## config.mk

```make
export PLATFORM = sky130hd
export DESIGN_NAME = bp_fe_cmd_sequencer_flat
export DESIGN_NICKNAME = d
export VERILOG_FILES = /design/src/rtl/bp_fe_cmd_sequencer_if.sv /design/src/rtl/bp_fe_cmd_sequencer.sv /design/src/flat_wrapper.sv
export SDC_FILE = /design/constraint.sdc
export NUM_CORES = 1
export LEC_CHECK = 0
export ABC_AREA = 1
export BUFFER_PORTS_ARGS = -buffer_cell sky130_fd_sc_hd__clkbuf_2
export CORE_MARGIN = 2
export CORE_UTILIZATION = 45
export CTS_BUF_LIST = sky130_fd_sc_hd__clkbuf_8 sky130_fd_sc_hd__clkbuf_16
export DETAILED_ROUTE_END_ITERATION = 12
export GPL_ROUTABILITY_DRIVEN = 0
export GPL_TIMING_DRIVEN = 1
export PLACE_DENSITY = 0.63
export SKIP_CTS_REPAIR_TIMING = 1
export SLEW_MARGIN = 20
export SYNTH_ARGS = -nofsm -noshare
export SYNTH_HDL_FRONTEND = slang
export SYNTH_SLANG_ARGS = --single-unit
```

## constraint.sdc

```tcl
create_clock -name clk_i -period 7.4 [get_ports clk_i]
set_clock_uncertainty 0.2 [all_clocks]
set_input_delay 0.74 -clock clk_i [delete_from_list [all_inputs] [get_ports clk_i]]
set_output_delay 0.74 -clock clk_i [all_outputs]
set_load 0.02 [all_outputs]
```

## src/rtl/bp_fe_cmd_sequencer_if.sv

```systemverilog
// FE command types and the sequencer's BE-side / FE-side handshake bundle.
// slave = sequencer side, master = BE producer plus FE consumer side.
package bp_fe_cmd_pkg;
    typedef enum logic [1:0] {e_bp_inv_cfg, e_bp_default_cfg} bp_params_e;

    localparam int vaddr_width_gp = 39;

    typedef enum logic [3:0] {
        e_op_state_reset,
        e_op_pc_redirection,
        e_op_icache_fill_response,
        e_op_icache_fence,
        e_op_itlb_fill_response,
        e_op_itlb_fence,
        e_op_attaboy,
        e_op_wait
    } bp_fe_command_queue_opcodes_e;

    typedef struct packed {
        logic [63:0]                  operands;
        logic [vaddr_width_gp-1:0]    vaddr;
        bp_fe_command_queue_opcodes_e opcode;
    } bp_fe_cmd_s;

    // Every supported configuration shares one command layout today.
    function automatic int fe_cmd_width(bp_params_e cfg);
        case (cfg)
            e_bp_inv_cfg: return $bits(bp_fe_cmd_s);
            default:      return $bits(bp_fe_cmd_s);
        endcase
    endfunction
endpackage

interface bp_fe_cmd_sequencer_if #(parameter int els_p = 4);
    import bp_fe_cmd_pkg::*;

    bp_fe_cmd_s                   cmd_i;
    logic                         cmd_v_i;
    logic                         cmd_ready_o;
    bp_fe_cmd_s                   fe_cmd_o;
    logic                         fe_cmd_v_o;
    logic                         fe_cmd_yumi_i;
    logic                         fe_busy_i;
    logic                         flush_i;
    logic [$clog2(els_p+1)-1:0]   count_o;
    logic                         fence_pending_o;

    modport slave (
        input  cmd_i, cmd_v_i, fe_cmd_yumi_i, fe_busy_i, flush_i,
        output cmd_ready_o, fe_cmd_o, fe_cmd_v_o, count_o, fence_pending_o
    );

    modport master (
        output cmd_i, cmd_v_i, fe_cmd_yumi_i, fe_busy_i, flush_i,
        input  cmd_ready_o, fe_cmd_o, fe_cmd_v_o, count_o, fence_pending_o
    );
endinterface

```

## src/rtl/bp_fe_cmd_sequencer.sv

```systemverilog
// In-order FE command buffer; fences wait at the head for quiesce_cycles_p idle FE cycles.
// Latency 1 cycle (non-fence); ready drops when full or flushing, head held until yumi.
module bp_fe_cmd_sequencer
    import bp_fe_cmd_pkg::*;
#(
    parameter bp_params_e bp_params_p      = e_bp_inv_cfg,
    parameter int         els_p            = 4,
    parameter int         quiesce_cycles_p = 3
) (
    input  logic                  clk_i,
    input  logic                  reset_n_i,
    bp_fe_cmd_sequencer_if.slave  bus
);
    localparam int fe_cmd_width_lp = fe_cmd_width(bp_params_p);
    localparam int ptr_w_lp        = $clog2(els_p);
    localparam int cnt_w_lp        = $clog2(els_p + 1);
    localparam int qcnt_w_lp       = $clog2(quiesce_cycles_p + 1);
    localparam logic [cnt_w_lp-1:0]  els_lp     = cnt_w_lp'(els_p);
    localparam logic [qcnt_w_lp-1:0] quiesce_lp = qcnt_w_lp'(quiesce_cycles_p);

    typedef enum logic [1:0] {e_empty, e_issue, e_quiesce, e_issue_fence} state_e;

    logic [fe_cmd_width_lp-1:0] mem_r [els_p];
    logic [ptr_w_lp-1:0]        wptr_r, rptr_r, succ_ptr;
    logic [cnt_w_lp-1:0]        count_r, count_n;
    logic [qcnt_w_lp-1:0]       qcnt_r, qcnt_n, qcnt_idle;
    state_e                     state_r, state_n;
    logic                       enq, deq, succ_fence;
    bp_fe_cmd_s                 succ;

    function automatic logic is_fence(bp_fe_cmd_s c);
        return (c.opcode == e_op_icache_fence) || (c.opcode == e_op_itlb_fence);
    endfunction

    assign bus.cmd_ready_o     = (count_r < els_lp) & ~bus.flush_i;
    assign enq                 = bus.cmd_v_i & bus.cmd_ready_o;
    assign deq                 = bus.fe_cmd_yumi_i & bus.fe_cmd_v_o;
    assign count_n             = bus.flush_i ? '0 : count_r + cnt_w_lp'(enq) - cnt_w_lp'(deq);

    assign bus.fe_cmd_o        = bp_fe_cmd_s'(mem_r[rptr_r]);
    assign bus.fe_cmd_v_o      = (state_r == e_issue) || (state_r == e_issue_fence);
    assign bus.fence_pending_o = (state_r == e_quiesce);
    assign bus.count_o         = count_r;

    // The entry that becomes head next cycle; when nothing else is buffered it is
    // the command arriving now, which is not yet in storage.
    assign succ_ptr   = rptr_r + ptr_w_lp'(deq);
    assign succ       = (count_r == cnt_w_lp'(deq)) ? bus.cmd_i : bp_fe_cmd_s'(mem_r[succ_ptr]);
    assign succ_fence = is_fence(succ);
    assign qcnt_idle  = bus.fe_busy_i ? '0 :
                        (qcnt_r == quiesce_lp) ? qcnt_r : qcnt_r + 1'b1;

    always_comb begin
        state_n = state_r;
        qcnt_n  = qcnt_r;
        case (state_r)
            e_empty: begin
                qcnt_n = '0;
                // The enqueue cycle itself counts toward quiescence.
                if (enq) begin
                    if (!succ_fence)
                        state_n = e_issue;
                    else if (!bus.fe_busy_i && quiesce_lp == qcnt_w_lp'(1))
                        state_n = e_issue_fence;
                    else begin
                        state_n = e_quiesce;
                        qcnt_n  = bus.fe_busy_i ? '0 : qcnt_w_lp'(1);
                    end
                end
            end
            e_issue, e_issue_fence: begin
                if (deq) begin
                    qcnt_n = '0;
                    if (count_n == '0)   state_n = e_empty;
                    else if (succ_fence) state_n = e_quiesce;
                    else                 state_n = e_issue;
                end
            end
            e_quiesce: begin
                qcnt_n = qcnt_idle;
                if (qcnt_idle == quiesce_lp) state_n = e_issue_fence;
            end
            default: state_n = e_empty;
        endcase
        if (bus.flush_i) begin
            state_n = e_empty;
            qcnt_n  = '0;
        end
    end

    always_ff @(posedge clk_i or negedge reset_n_i) begin
        if (!reset_n_i) begin
            state_r <= e_empty;
            qcnt_r  <= '0;
            count_r <= '0;
            wptr_r  <= '0;
            rptr_r  <= '0;
        end else begin
            state_r <= state_n;
            qcnt_r  <= qcnt_n;
            count_r <= count_n;
            if (bus.flush_i) begin
                wptr_r <= '0;
                rptr_r <= '0;
            end else begin
                if (enq) wptr_r <= wptr_r + 1'b1;
                if (deq) rptr_r <= rptr_r + 1'b1;
            end
        end
    end

    always_ff @(posedge clk_i) begin
        if (enq) mem_r[wptr_r] <= bus.cmd_i;
    end

    a_yumi_needs_valid: assert property (@(posedge clk_i) disable iff (!reset_n_i)
        bus.fe_cmd_yumi_i |-> bus.fe_cmd_v_o);
    a_count_bounded: assert property (@(posedge clk_i) disable iff (!reset_n_i)
        count_r <= els_lp);
endmodule

```

## src/flat_wrapper.sv

```systemverilog
// flat-port wrapper written by rule: the top's interface ports become plain ports
module bp_fe_cmd_sequencer_flat import bp_fe_cmd_pkg::*;
#(
    parameter bp_params_e bp_params_p      = e_bp_inv_cfg,
    parameter int         els_p            = 4,
    parameter int         quiesce_cycles_p = 3
)
  (clk_i, reset_n_i, bus_cmd_i, bus_cmd_v_i, bus_fe_cmd_yumi_i, bus_fe_busy_i, bus_flush_i, bus_cmd_ready_o, bus_fe_cmd_o, bus_fe_cmd_v_o, bus_count_o, bus_fence_pending_o);
  bp_fe_cmd_sequencer_if #(.els_p(els_p)) bus_i ();
  input  logic clk_i;
  input  logic reset_n_i;
  input wire logic [$bits(bus_i.cmd_i)-1:0] bus_cmd_i;
  input wire logic [$bits(bus_i.cmd_v_i)-1:0] bus_cmd_v_i;
  input wire logic [$bits(bus_i.fe_cmd_yumi_i)-1:0] bus_fe_cmd_yumi_i;
  input wire logic [$bits(bus_i.fe_busy_i)-1:0] bus_fe_busy_i;
  input wire logic [$bits(bus_i.flush_i)-1:0] bus_flush_i;
  output wire logic [$bits(bus_i.cmd_ready_o)-1:0] bus_cmd_ready_o;
  output wire logic [$bits(bus_i.fe_cmd_o)-1:0] bus_fe_cmd_o;
  output wire logic [$bits(bus_i.fe_cmd_v_o)-1:0] bus_fe_cmd_v_o;
  output wire logic [$bits(bus_i.count_o)-1:0] bus_count_o;
  output wire logic [$bits(bus_i.fence_pending_o)-1:0] bus_fence_pending_o;
  assign bus_i.cmd_i = bus_cmd_i;
  assign bus_i.cmd_v_i = bus_cmd_v_i;
  assign bus_i.fe_cmd_yumi_i = bus_fe_cmd_yumi_i;
  assign bus_i.fe_busy_i = bus_fe_busy_i;
  assign bus_i.flush_i = bus_flush_i;
  assign bus_cmd_ready_o = bus_i.cmd_ready_o;
  assign bus_fe_cmd_o = bus_i.fe_cmd_o;
  assign bus_fe_cmd_v_o = bus_i.fe_cmd_v_o;
  assign bus_count_o = bus_i.count_o;
  assign bus_fence_pending_o = bus_i.fence_pending_o;
  bp_fe_cmd_sequencer #(.bp_params_p(bp_params_p), .els_p(els_p), .quiesce_cycles_p(quiesce_cycles_p)) u_core (.clk_i(clk_i), .reset_n_i(reset_n_i), .bus(bus_i));
endmodule
```

==> results.yml <==
run_status:
  status: "completed"
logic_synthesis:
  postSynthCellCount: 1182
  synth.avg_cell_area_sq_um: 14.1
  ys.warnings.count: 0
  synth.distinct_cells: 24
  syn_nets: 1303
  syn-cell-area_sq_mm: 0.0167
  ys_seq_area_share_pct: 78.6
  ys_ff_latch: 439
route:
  drc: 0
  vias_per_cell: 5.34
  antenna_left: 0
  wl_per_cell_um: 19.3
  drtPass1Iterations: 7
  drt_first_iter_violations: 520
  via_count: 10129
  wl_um: 36600
clock_tree:
  cts.sinks: 439
  cts_max_path_buffers: 3
  worstSkewPairLatency_ps: 560
  cts_root_buf: "clkbuf_16"
  tritoncts: "built"
  path_clk_slew_ps: 60
  htree_levels: 2
  cts_buffers: 45
placed_design:
  hpwl_um: 20100
  dp_slack_ps: 3790
  io_buffers: 225
setup_path:
  r2r-start: "u_core.bus.count_o[2]"
  crit_chain: "clkinv_2, buf_4, o21ai_0, o22ai_1, clkbuf_2"
  critPathLaunchType: "flip-flop"
  end_kind: "output pin"
  path_max_fanout: 58
  reg2reg_depth: 4
  critPathKind: "flip-flop to output pin"
  slowest_stage: "buf_4"
  cp.buffers_inverters: 3
  critPathMaxStageDelay_ps: 670
  rrSetupSlack_ps: 4670
  crit_required_ps: 6460
  worstPathArrival_ps: 3200
  rr_endpoint: "u_core.mem_r[3][12]"
  path_delay_family: "buffers and inverters"
sta:
  setup_viol: 0
  timing.slew.headroom_pct: 34.0
  setup-tns-final_ps: 0
  slew_viol_final: 0
  fin_ws_ps: 3260
  worstMarginPinSlew_ps: 988
  whs_ps: 186
  period_needed_ps: 4140
  fin_crit_sh_pct: 55.9
  final-hold-violation-count: 0
  rsz0062_at_grt: "false"
  fmax_mhz: 242
global_route:
  antenna_found_initial: 2
  grt_overflow_total: 0
  grt_pass1_vias: 9928
  grt_max_degree: 107
  grt_pass1_wl_um: 56000
  grtUsageTotal_pct: 18.9
cells_and_area:
  final_util_pct: 53.6
  final_cell_mix: "428 x edfxtp_1, 225 x clkbuf_2, 220 x nor2_1, 207 x o21ai_0, 105 x o22ai_1"
  drive_above_1_share_pct: 21.9
  nets: 1517
  insertedDiodeCount: 0
  mostFrequentLayoutCell: "edfxtp_1"
  multi_input_area_sq_mm: 0.00310
  area_delta_synth_final_pct: 17.5
  fillers: 3050
  regArea_sq_mm: 0.0131
pwr:
  p_leak_nw: 7.08
  p_per_area_mw_per_mm2: 310
  vdd_drop_max_mv: 0.191
job:
  maxCapViolations: 0
worst_hold_path:
  hp-start: "bus_cmd_i[55]"
  holdPathEnd: "u_core.mem_r[2][55]"
  worstHoldPathCells: 1
  hp-class: "primary input to flip-flop"
die:
  core_sq_mm: 0.0366
  dieArea_sq_mm: 0.0387
  rows: 70
  ios: 226
  start_util_pct: 45.6
  die_h_um: 197
  die_w_um: 197
-- routing by layer --
metal	routed length, um	vias up	track usage (%)
li1	-	4812	-
met1	15400	4974	24.6
met2	17700	284	31.4
met3	2770	57	4.96
met4	760	2	6.15
met5	16	-	0
-- worst max path at each step --
| stage | slack (ps) | cells past startpoint | end | startpoint |
|---|---|---|---|---|
| finish | 3260 | 5 | bus_fe_cmd_o[42] | u_core.rptr_r[1] |
| global route | 3020 | 5 | bus_fe_cmd_o[41] | u_core.rptr_r[1] |
| CTS | 3150 | 5 | bus_fe_cmd_o[42] | u_core.rptr_r[0] |
| detailed placement | 3790 | 5 | bus_fe_cmd_o[32] | u_core.rptr_r[0] |
| global placement | 3830 | 5 | bus_fe_cmd_o[24] | u_core.rptr_r[0] |
| floorplan | 1030 | 4 | u_core.mem_r[0][0] | bus_flush_i |
-- Yosys cell counts --
| master | instances | share of area, % |
|---|---|---|
| a21oi_2 | 6 | 0.31 |
| nor2_1 | 224 | 5.0 |
| dfrtp_1 | 11 | 1.6 |
| buf_4 | 4 | 0.18 |
| buf_2 | 19 | 0.57 |
| o21ai_0 | 207 | 6.2 |
| nand2_4 | 1 | 0.067 |
| or2_2 | 1 | 0.037 |
| nor2_4 | 2 | 0.13 |
| nor3_1 | 4 | 0.12 |
| inv_2 | 2 | 0.045 |
| o221ai_1 | 1 | 0.052 |
| edfxtp_1 | 428 | 77 |
| nand3b_1 | 3 | 0.13 |
| inv_1 | 38 | 0.85 |
| a21oi_1 | 5 | 0.15 |
| o22ai_1 | 105 | 3.9 |
| o21ai_1 | 10 | 0.30 |
| clkbuf_1 | 45 | 1.0 |
| buf_6 | 5 | 0.34 |
| nand3_1 | 8 | 0.24 |
| fa_1 | 1 | 0.12 |
| ha_1 | 7 | 0.52 |
| nand2_1 | 45 | 1.0 |
-- cell families (layout without fill, tap and decap cells) --
group | count (synthesis) | after routing | synth area share, %
DFF | 439 | 439 | 78.6
AOI/OAI and AO/OA | 334 | 334 | 11.0
and+or+nand+nor | 288 | 288 | 6.78
buffers and inverters | 113 | 360 | 3.00
adders and majority gates | 8 | 8 | 0.644
-- area by class of cell --
type	instances	area share, %
Sequential cell	439	67.0
Multi-Input combinational cell	630	15.8
Timing Repair Buffer	240	6.49
Tap cell	468	2.99
Clock inverter	33	0.970
Clock buffer	47	6.00
Inverter	40	0.797
-- flip-flops by register name, summed over array words and instances, names as in the netlist --
| signal | cells |
|---|---|
| u_core.state_r | 2 |
| u_core.wptr_r | 2 |
| u_core.qcnt_r | 2 |
| u_core.mem_r | 428 |
| u_core.bus.count_o | 3 |
| u_core.rptr_r | 2 |
-- per-stage QoR --
stage / instances / total power, mW / cell area [sq um]
finish: 1897 / 6.08 / 19600
detailed placement: 1815 / 4.04 / 18200
global placement: 1815 / 4.03 / 18200
CTS: 1895 / 6.15 / 19600
global route: 1897 / 6.35 / 19600
floorplan: 1182 / 3.67 / 16700
-- where the power goes --
part | leakage, nW | internal (mW) | total (mW) | switching, mW
logic | 2.34 | 0.296 | 1.04 | 0.744
registers | 4.02 | 2.88 | 2.94 | 0.0563
clock network | 0.716 | 1.21 | 2.10 | 0.891
Power figures use the tool's default switching activity.
